==> config.mk <==
export PLATFORM = sky130hd
export DESIGN_NAME = alu_ctrl_stage_flat
export DESIGN_NICKNAME = d
export VERILOG_FILES = /design/src/rtl/alu_ctrl_stage_if.sv /design/src/rtl/alu_ctrl_stage.sv /design/src/flat_wrapper.sv
export SDC_FILE = /design/constraint.sdc
export NUM_CORES = 1
export LEC_CHECK = 0
export ABC_AREA = 1
export BUFFER_PORTS_ARGS = -buffer_cell sky130_fd_sc_hd__buf_2
export CORE_AREA = 4 4 50 52
export DETAILED_ROUTE_END_ITERATION = 10
export DIE_AREA = 0 0 54 56
export PLACE_DENSITY = 0.76
export SYNTH_ARGS = -nofsm -noshare
export SYNTH_HDL_FRONTEND = slang
export SYNTH_SLANG_ARGS = --single-unit
==> constraint.sdc <==
create_clock -name clk_i -period 2.2 [get_ports clk_i]
set_clock_uncertainty 0.2 [all_clocks]
set_input_delay 0.22 -clock clk_i [delete_from_list [all_inputs] [get_ports clk_i]]
set_output_delay 0.22 -clock clk_i [all_outputs]
set_load 0.1 [all_outputs]
==> src/rtl/alu_ctrl_stage_if.sv <==
// Handshake and decode-field bundle for alu_ctrl_stage.
// The stage takes the slave side and the producer/consumer environment takes the master side.
interface alu_ctrl_stage_if;
    logic       valid_i;
    logic       ready_o;
    logic [2:0] aluop_i;
    logic [2:0] funct3_i;
    logic [6:0] funct7_i;
    logic       valid_o;
    logic       ready_i;
    logic [4:0] alu_ctrl_o;
    logic       illegal_o;
    logic       flush_i;

    modport slave (
        input  valid_i, aluop_i, funct3_i, funct7_i, ready_i, flush_i,
        output ready_o, valid_o, alu_ctrl_o, illegal_o
    );

    modport master (
        output valid_i, aluop_i, funct3_i, funct7_i, ready_i, flush_i,
        input  ready_o, valid_o, alu_ctrl_o, illegal_o
    );
endinterface

==> src/rtl/alu_ctrl_stage.sv <==
// ALU control decode feeding a 2-entry skid buffer (OUT + SKID) with a registered ready_o.
// Define ALU_CTRL_ILLEGAL_EN to store and report an illegal-combination flag with each entry.
module alu_ctrl_stage (
    input  logic               clk_i,
    input  logic               rst_i,
    alu_ctrl_stage_if.slave    bus
);

    typedef enum logic [1:0] {EMPTY, ONE, TWO} state_t;

    localparam logic [4:0] OP_ADD   = 5'd0;
    localparam logic [4:0] OP_SUB   = 5'd1;
    localparam logic [4:0] OP_SLL   = 5'd2;
    localparam logic [4:0] OP_SLT   = 5'd3;
    localparam logic [4:0] OP_SLTU  = 5'd4;
    localparam logic [4:0] OP_XOR   = 5'd5;
    localparam logic [4:0] OP_SRL   = 5'd6;
    localparam logic [4:0] OP_SRA   = 5'd7;
    localparam logic [4:0] OP_OR    = 5'd8;
    localparam logic [4:0] OP_AND   = 5'd9;
    localparam logic [4:0] OP_BEQ   = 5'd10;
    localparam logic [4:0] OP_BNE   = 5'd11;
    localparam logic [4:0] OP_BLT   = 5'd12;
    localparam logic [4:0] OP_BGE   = 5'd13;
    localparam logic [4:0] OP_BLTU  = 5'd14;
    localparam logic [4:0] OP_BGEU  = 5'd15;
    localparam logic [4:0] OP_PASSB = 5'd16;
    localparam logic [4:0] OP_JUMP  = 5'd17;

    typedef struct packed {
        logic [4:0] ctrl;
`ifdef ALU_CTRL_ILLEGAL_EN
        logic       ill;
`endif
    } entry_t;

    state_t state_q, state_d;
    entry_t out_q, out_d;
    entry_t skid_q, skid_d;
    logic   ready_q, ready_d;

    logic   [4:0] decCtrl;
    logic         decIll;
    entry_t       decEntry;
    logic         inXfer;
    logic         outXfer;

    // Illegal combinations always collapse to ADD; the macro only decides whether the flag is kept.
    always_comb begin
        decCtrl = OP_ADD;
        decIll  = 1'b0;
        case (bus.aluop_i)
            3'd0, 3'd1: begin
                case (bus.funct3_i)
                    3'b000: decCtrl = (bus.aluop_i == 3'd0 && bus.funct7_i[5]) ? OP_SUB : OP_ADD;
                    3'b001: decCtrl = OP_SLL;
                    3'b010: decCtrl = OP_SLT;
                    3'b011: decCtrl = OP_SLTU;
                    3'b100: decCtrl = OP_XOR;
                    3'b101: decCtrl = bus.funct7_i[5] ? OP_SRA : OP_SRL;
                    3'b110: decCtrl = OP_OR;
                    3'b111: decCtrl = OP_AND;
                endcase
                if (bus.aluop_i == 3'd0) begin
                    decIll = !((bus.funct7_i == 7'h00) ||
                               ((bus.funct7_i == 7'h20) &&
                                (bus.funct3_i == 3'b000 || bus.funct3_i == 3'b101)));
                end else if (bus.funct3_i == 3'b001) begin
                    decIll = (bus.funct7_i != 7'h00);
                end else if (bus.funct3_i == 3'b101) begin
                    decIll = !(bus.funct7_i == 7'h00 || bus.funct7_i == 7'h20);
                end
            end
            3'd2: begin
                case (bus.funct3_i)
                    3'b000: decCtrl = OP_BEQ;
                    3'b001: decCtrl = OP_BNE;
                    3'b100: decCtrl = OP_BLT;
                    3'b101: decCtrl = OP_BGE;
                    3'b110: decCtrl = OP_BLTU;
                    3'b111: decCtrl = OP_BGEU;
                    default: decIll = 1'b1;
                endcase
            end
            3'd3:       decCtrl = OP_JUMP;
            3'd4, 3'd5: decCtrl = OP_ADD;
            3'd6:       decCtrl = OP_PASSB;
            3'd7:       decIll  = 1'b1;
        endcase
        if (decIll) begin
            decCtrl = OP_ADD;
        end
    end

    always_comb begin
        decEntry      = '0;
        decEntry.ctrl = decCtrl;
`ifdef ALU_CTRL_ILLEGAL_EN
        decEntry.ill  = decIll;
`endif
    end

    assign inXfer  = bus.valid_i && ready_q;
    assign outXfer = (state_q != EMPTY) && bus.ready_i;

    // Entries always leave from OUT, so SKID only fills when OUT is stalled.
    always_comb begin
        state_d = state_q;
        out_d   = out_q;
        skid_d  = skid_q;
        case (state_q)
            EMPTY: begin
                if (inXfer) begin
                    state_d = ONE;
                    out_d   = decEntry;
                end
            end
            ONE: begin
                if (inXfer && !outXfer) begin
                    state_d = TWO;
                    skid_d  = decEntry;
                end else if (inXfer && outXfer) begin
                    out_d   = decEntry;
                end else if (outXfer) begin
                    state_d = EMPTY;
                end
            end
            TWO: begin
                if (outXfer) begin
                    state_d = ONE;
                    out_d   = skid_q;
                end
            end
            default: state_d = EMPTY;
        endcase
        if (bus.flush_i) begin
            state_d = EMPTY;
            out_d   = '0;
            skid_d  = '0;
        end
        ready_d = (state_d != TWO);
    end

    always_ff @(posedge clk_i) begin
        if (rst_i) begin
            state_q <= EMPTY;
            out_q   <= '0;
            skid_q  <= '0;
            ready_q <= 1'b0;
        end else begin
            state_q <= state_d;
            out_q   <= out_d;
            skid_q  <= skid_d;
            ready_q <= ready_d;
        end
    end

    assign bus.ready_o    = ready_q;
    assign bus.valid_o    = (state_q != EMPTY);
    assign bus.alu_ctrl_o = out_q.ctrl;
`ifdef ALU_CTRL_ILLEGAL_EN
    assign bus.illegal_o  = out_q.ill;
`else
    assign bus.illegal_o  = 1'b0;
`endif

endmodule

==> src/flat_wrapper.sv <==
// flat-port wrapper written by rule: the top's interface ports become plain ports
module alu_ctrl_stage_flat 
  (clk_i, rst_i, bus_valid_i, bus_aluop_i, bus_funct3_i, bus_funct7_i, bus_ready_i, bus_flush_i, bus_ready_o, bus_valid_o, bus_alu_ctrl_o, bus_illegal_o);
  alu_ctrl_stage_if bus_i ();
  input  logic clk_i;
  input  logic rst_i;
  input wire logic [$bits(bus_i.valid_i)-1:0] bus_valid_i;
  input wire logic [$bits(bus_i.aluop_i)-1:0] bus_aluop_i;
  input wire logic [$bits(bus_i.funct3_i)-1:0] bus_funct3_i;
  input wire logic [$bits(bus_i.funct7_i)-1:0] bus_funct7_i;
  input wire logic [$bits(bus_i.ready_i)-1:0] bus_ready_i;
  input wire logic [$bits(bus_i.flush_i)-1:0] bus_flush_i;
  output wire logic [$bits(bus_i.ready_o)-1:0] bus_ready_o;
  output wire logic [$bits(bus_i.valid_o)-1:0] bus_valid_o;
  output wire logic [$bits(bus_i.alu_ctrl_o)-1:0] bus_alu_ctrl_o;
  output wire logic [$bits(bus_i.illegal_o)-1:0] bus_illegal_o;
  assign bus_i.valid_i = bus_valid_i;
  assign bus_i.aluop_i = bus_aluop_i;
  assign bus_i.funct3_i = bus_funct3_i;
  assign bus_i.funct7_i = bus_funct7_i;
  assign bus_i.ready_i = bus_ready_i;
  assign bus_i.flush_i = bus_flush_i;
  assign bus_ready_o = bus_i.ready_o;
  assign bus_valid_o = bus_i.valid_o;
  assign bus_alu_ctrl_o = bus_i.alu_ctrl_o;
  assign bus_illegal_o = bus_i.illegal_o;
  alu_ctrl_stage u_core (.clk_i(clk_i), .rst_i(rst_i), .bus(bus_i));
endmodule
==> results.md <==
- The flow ran to the end, and the final reports show no timing, DRC or antenna violations.
- The number of clock sinks is 13.
- The last weighted congestion value of the routability-driven placer is 0.861.
- The tree is rooted in a sky130_fd_sc_hd__clkbuf_4.
- The time the final worst path needs with I/O delays and setup is between 1.5 and 2 ns.
- Measured against its own limit, the worst slew margin works out to 64.8%.
- Per report_power, the clock group accounts for between 20 and 30% of the total.
- The maximum fanout along the worst path is 4.
- From synthesis to final layout, the design area changed by 19.9%.
- The die boundary width is 54 um.
- The per-instance average area after synthesis is 6.86 sq um.
- Adding up every negative setup slack in the final design gives 0 ns.
- The share of the Yosys chip area taken by registers is 29.0%.
- The die footprint is 3020 sq um.
- The HPWL after detailed placement is roughly 1.6 mm.
- The total via count after detailed routing is 944.
- In the final routed layout, each cell accounts on average for between 10 and 15 um.
- The most common library cell in the layout ignoring fill and taps is sky130_fd_sc_hd__buf_2.
- The maximum achievable frequency is about 550 MHz.
- Clock-pin slew was measured on the worst setup and hold paths at 0.08 ns.
- The number of port buffers is 24.
- The data arrival time at the worst-slack endpoint is 1.78 ns.
- The setup path with the least slack is of type reg -> reg.
- The total internal power is 0.000354 W.
- The number of synthesized register bits is 13.
- The count of cells along the worst hold path is 4.
- The floorplan step set the die height to between 50 and 60 um.
- The final worst hold slack is ~0.071 ns.
- In this run the count of I/O pins placed on the die edge is 26.
- The number of synthesis warnings is 0.
- The total overflow left after global routing is 0.
- The number of clock buffers added by TritonCTS is 3.
- The power share of the combinational group is 28.3%.
- STA puts the critical path data required time at approximately 2.2 ns.
- The critical path endpoint category is a register.
- The antenna diode count is 0.
- The core region is around 2100 sq um.
- Once the floorplan was initialized, standard cells occupied 42.7% of the core.
- The post-route antenna net violation count is 0.
- The via count of the first global-routing pass was ~850.
- The first detailed-routing pass ran for 4 iterations.
- The global-route wire length before repair is between 3 and 4 mm.
- The cell count after synthesis came out at ~130.
- The analysis attributes to net switching a power of 0.000190 W.
- The total standard cell area after synthesis is about 900 sq um.
- The total stage count of the critical path is 6.
- Entering global routing, the biggest net connects 12 pins.
- The number of DRC violations after detailed-routing iteration 0 is 25.
- The path class of the lowest-slack min-delay path is in -> reg.
- The clock network latency to the later pin of the worst-skew pair is 0.28 ns.
- The number of antenna violations at the first check in global routing is 0.
- For this run, the total global-route usage over all layers was measured as 15.0%.
- The worst setup path is launched from a register.
- Dividing total power by cell area gives a power density of 505 nW/um^2.
- The largest individual stage delay along the critical path comes from the cell sky130_fd_sc_hd__dlygate4sd3_1.
- The period utilization is 82.1%.
- No sink is reached through more buffers than the 2 on the longest clock path.
- The number of failing setup endpoints in the final timing report is 0.
- In this design, the largest share of critical-path delay is due to buffers and inverters.
- The sequential share of power is 44.6%.
- Measured in cells, the most critical reg-to-reg path has a length of 6.
- For the pin with the worst max-slew slack, the measured transition is around 0.53 ns.
- The final count of pins violating max slew is 0.
- The analysis attributes to cell leakage a power of 0.504 nW.
- Synthesis instantiated 27 different standard cells from the library.
- The top cell types in the final layout, fill and taps aside, are sky130_fd_sc_hd__buf_2, sky130_fd_sc_hd__nor2_1, sky130_fd_sc_hd__o21ai_0.
- After detailed routing, the number of vias per cell comes to 5.08.
- Max-cap violations in this run came to 0.
- In this run switching power makes up around a third of total power.
- Setup repair after global routing left no endpoint under its margin.
- The peak ir drop on the vdd network is roughly 0.26 mV.
- For this run, the slowest stage of the critical path takes 0.54 ns.
- The number of setup buffers added after CTS is 0.
- In this run the number of H-tree levels came out at 1.
- The final layout contains 177 nets.
- Counting every net in the synthesized netlist gives about 150.
- The number of buffers and inverters on the critical path is 1.
- Cells with a size suffix above 1 make up 32.3% of the layout.
- The critical path goes through nor2_1 -> nor2_1 -> o21ai_0 -> nor2_1 -> nor2_1 -> dlygate4sd3_1.
- For this block, the routed nets add up to 1.99 mm of wire.
- TritonCTS built the clock tree.
- The final-report hold violation count was 0.
- The DRC violation count after routing is 0.
- The critical path's most frequent cell is sky130_fd_sc_hd__nor2_1.
- The standard-cell row count is 17.
## state kept, by name (all words and copies together), names as in the netlist
| name | count |
|---|---|
| u_core.bus.ready_o | 1 |
| u_core.state_q | 2 |
| u_core.bus.alu_ctrl_o | 5 |
| u_core.skid_q | 5 |
## final timing paths
| path | startpoint | endpoint | slack (ns) |
|---|---|---|---|
| setup / recovery | u_core.state_q[1]$_SDFF_PP0_ | u_core.bus.ready_o$_SDFF_PP0_ | 0.39 |
| hold reg to reg | u_core.skid_q[3]$_SDFFE_PP0P_ | u_core.skid_q[3]$_SDFFE_PP0P_ | 0.35 |
| setup reg to reg | u_core.state_q[1]$_SDFF_PP0_ | u_core.bus.ready_o$_SDFF_PP0_ | 0.39 |
| hold / removal | bus_valid_i | u_core.state_q[0]$_SDFF_PP0_ | 0.07 |
## power by group through the flow
| stage | sequential (W) | clock (W) | combinational, W |
|---|---|---|---|
| floorplan | 0.000280 | 0 | 0.0000824 |
| CTS | 0.000243 | 0.000150 | 0.000154 |
| detailed placement | 0.000248 | 0 | 0.000151 |
| global route | 0.000244 | 0.000163 | 0.000169 |
| global placement | 0.000248 | 0 | 0.000147 |
| finish | 0.000243 | 0.000147 | 0.000154 |
## area by class of cell
| class | instances | area, sq um |
|---|---|---|
| flip-flops and latches | 13 | 260 |
| fillers | 204 | 1030 |
| repair buffers | 26 | 140 |
| multi-input cells | 99 | 556 |
| clock buffers | 4 | 26.3 |
| inverters | 16 | 60.1 |
| well taps | 28 | 35.0 |
## synthesized netlist by cell type (all sizes together)
master,instances,area (sq um)
nor3,3,31.3
nand3b,2,15.0
nand4,4,25.0
nor2,23,115
a21oi,18,109
conb,1,3.75
o211ai,1,7.51
inv,16,60.1
nand3,11,60.1
o21ai,16,80.1
dfxtp,13,260
o32ai,1,8.76
buf,3,22.5
nand2,18,90.1
a22o,1,10.0
## metrics by stage
| step | utilization (%) | instance area, sq um | setup WS [ns] | power, W | std cells |
|---|---|---|---|---|---|
| 2_1_floorplan | - | 898 | 0.0735 | 0.000362 | 131 |
| 3_3_place_gp | 49.0 | 1030 | 0.715 | 0.000396 | 180 |
| 3_5_place_dp | 49.0 | 1030 | 0.668 | 0.000399 | 180 |
| 4_1_cts | 51.2 | 1080 | 0.421 | 0.000547 | 186 |
| 5_1_grt | 51.2 | 1080 | 0.281 | 0.000576 | 186 |
| 6_report | 51.2 | 1080 | 0.394 | 0.000544 | 186 |
## kinds of logic after synthesis
group | Yosys count | share of synthesized area, %
flip-flops | 13 | 29.0
other | 1 | 0.417
buffers and inverters | 19 | 9.19
AO/OA/AOI/OAI | 37 | 24.0
AND/OR/NAND/NOR | 61 | 37.5
## layer usage
| layer | part of all wire, % | vias to the layer above | GRT usage [%] |
|---|---|---|---|
| met1 | 42 | 420 | 17.5 |
| met2 | 50 | 23 | 26.0 |
| met4 | 2.8 | 0 | 8.54 |
| met3 | 5.0 | 5 | 0.804 |
| li1 | - | 496 | - |
| met5 | 0 | - | 0 |
## worst reg2reg max path, cell delays in order, from the launching register on
cell                            delay [ns]
sky130_fd_sc_hd__dfxtp_1              0.38
sky130_fd_sc_hd__nor2_1               0.08
sky130_fd_sc_hd__nor2_1               0.16
sky130_fd_sc_hd__o21ai_0              0.16
sky130_fd_sc_hd__nor2_1               0.12
sky130_fd_sc_hd__nor2_1               0.05
sky130_fd_sc_hd__dlygate4sd3_1        0.54
## what timing repair did
item / in CTS / in global routing
gates resized for setup: 0 / 0
hold buffers: 2 / 0
endpoints found under the hold margin: 1 / 0
setup endpoints to repair: 0 / 0
Note: power is estimated with default switching activity, not from simulation.
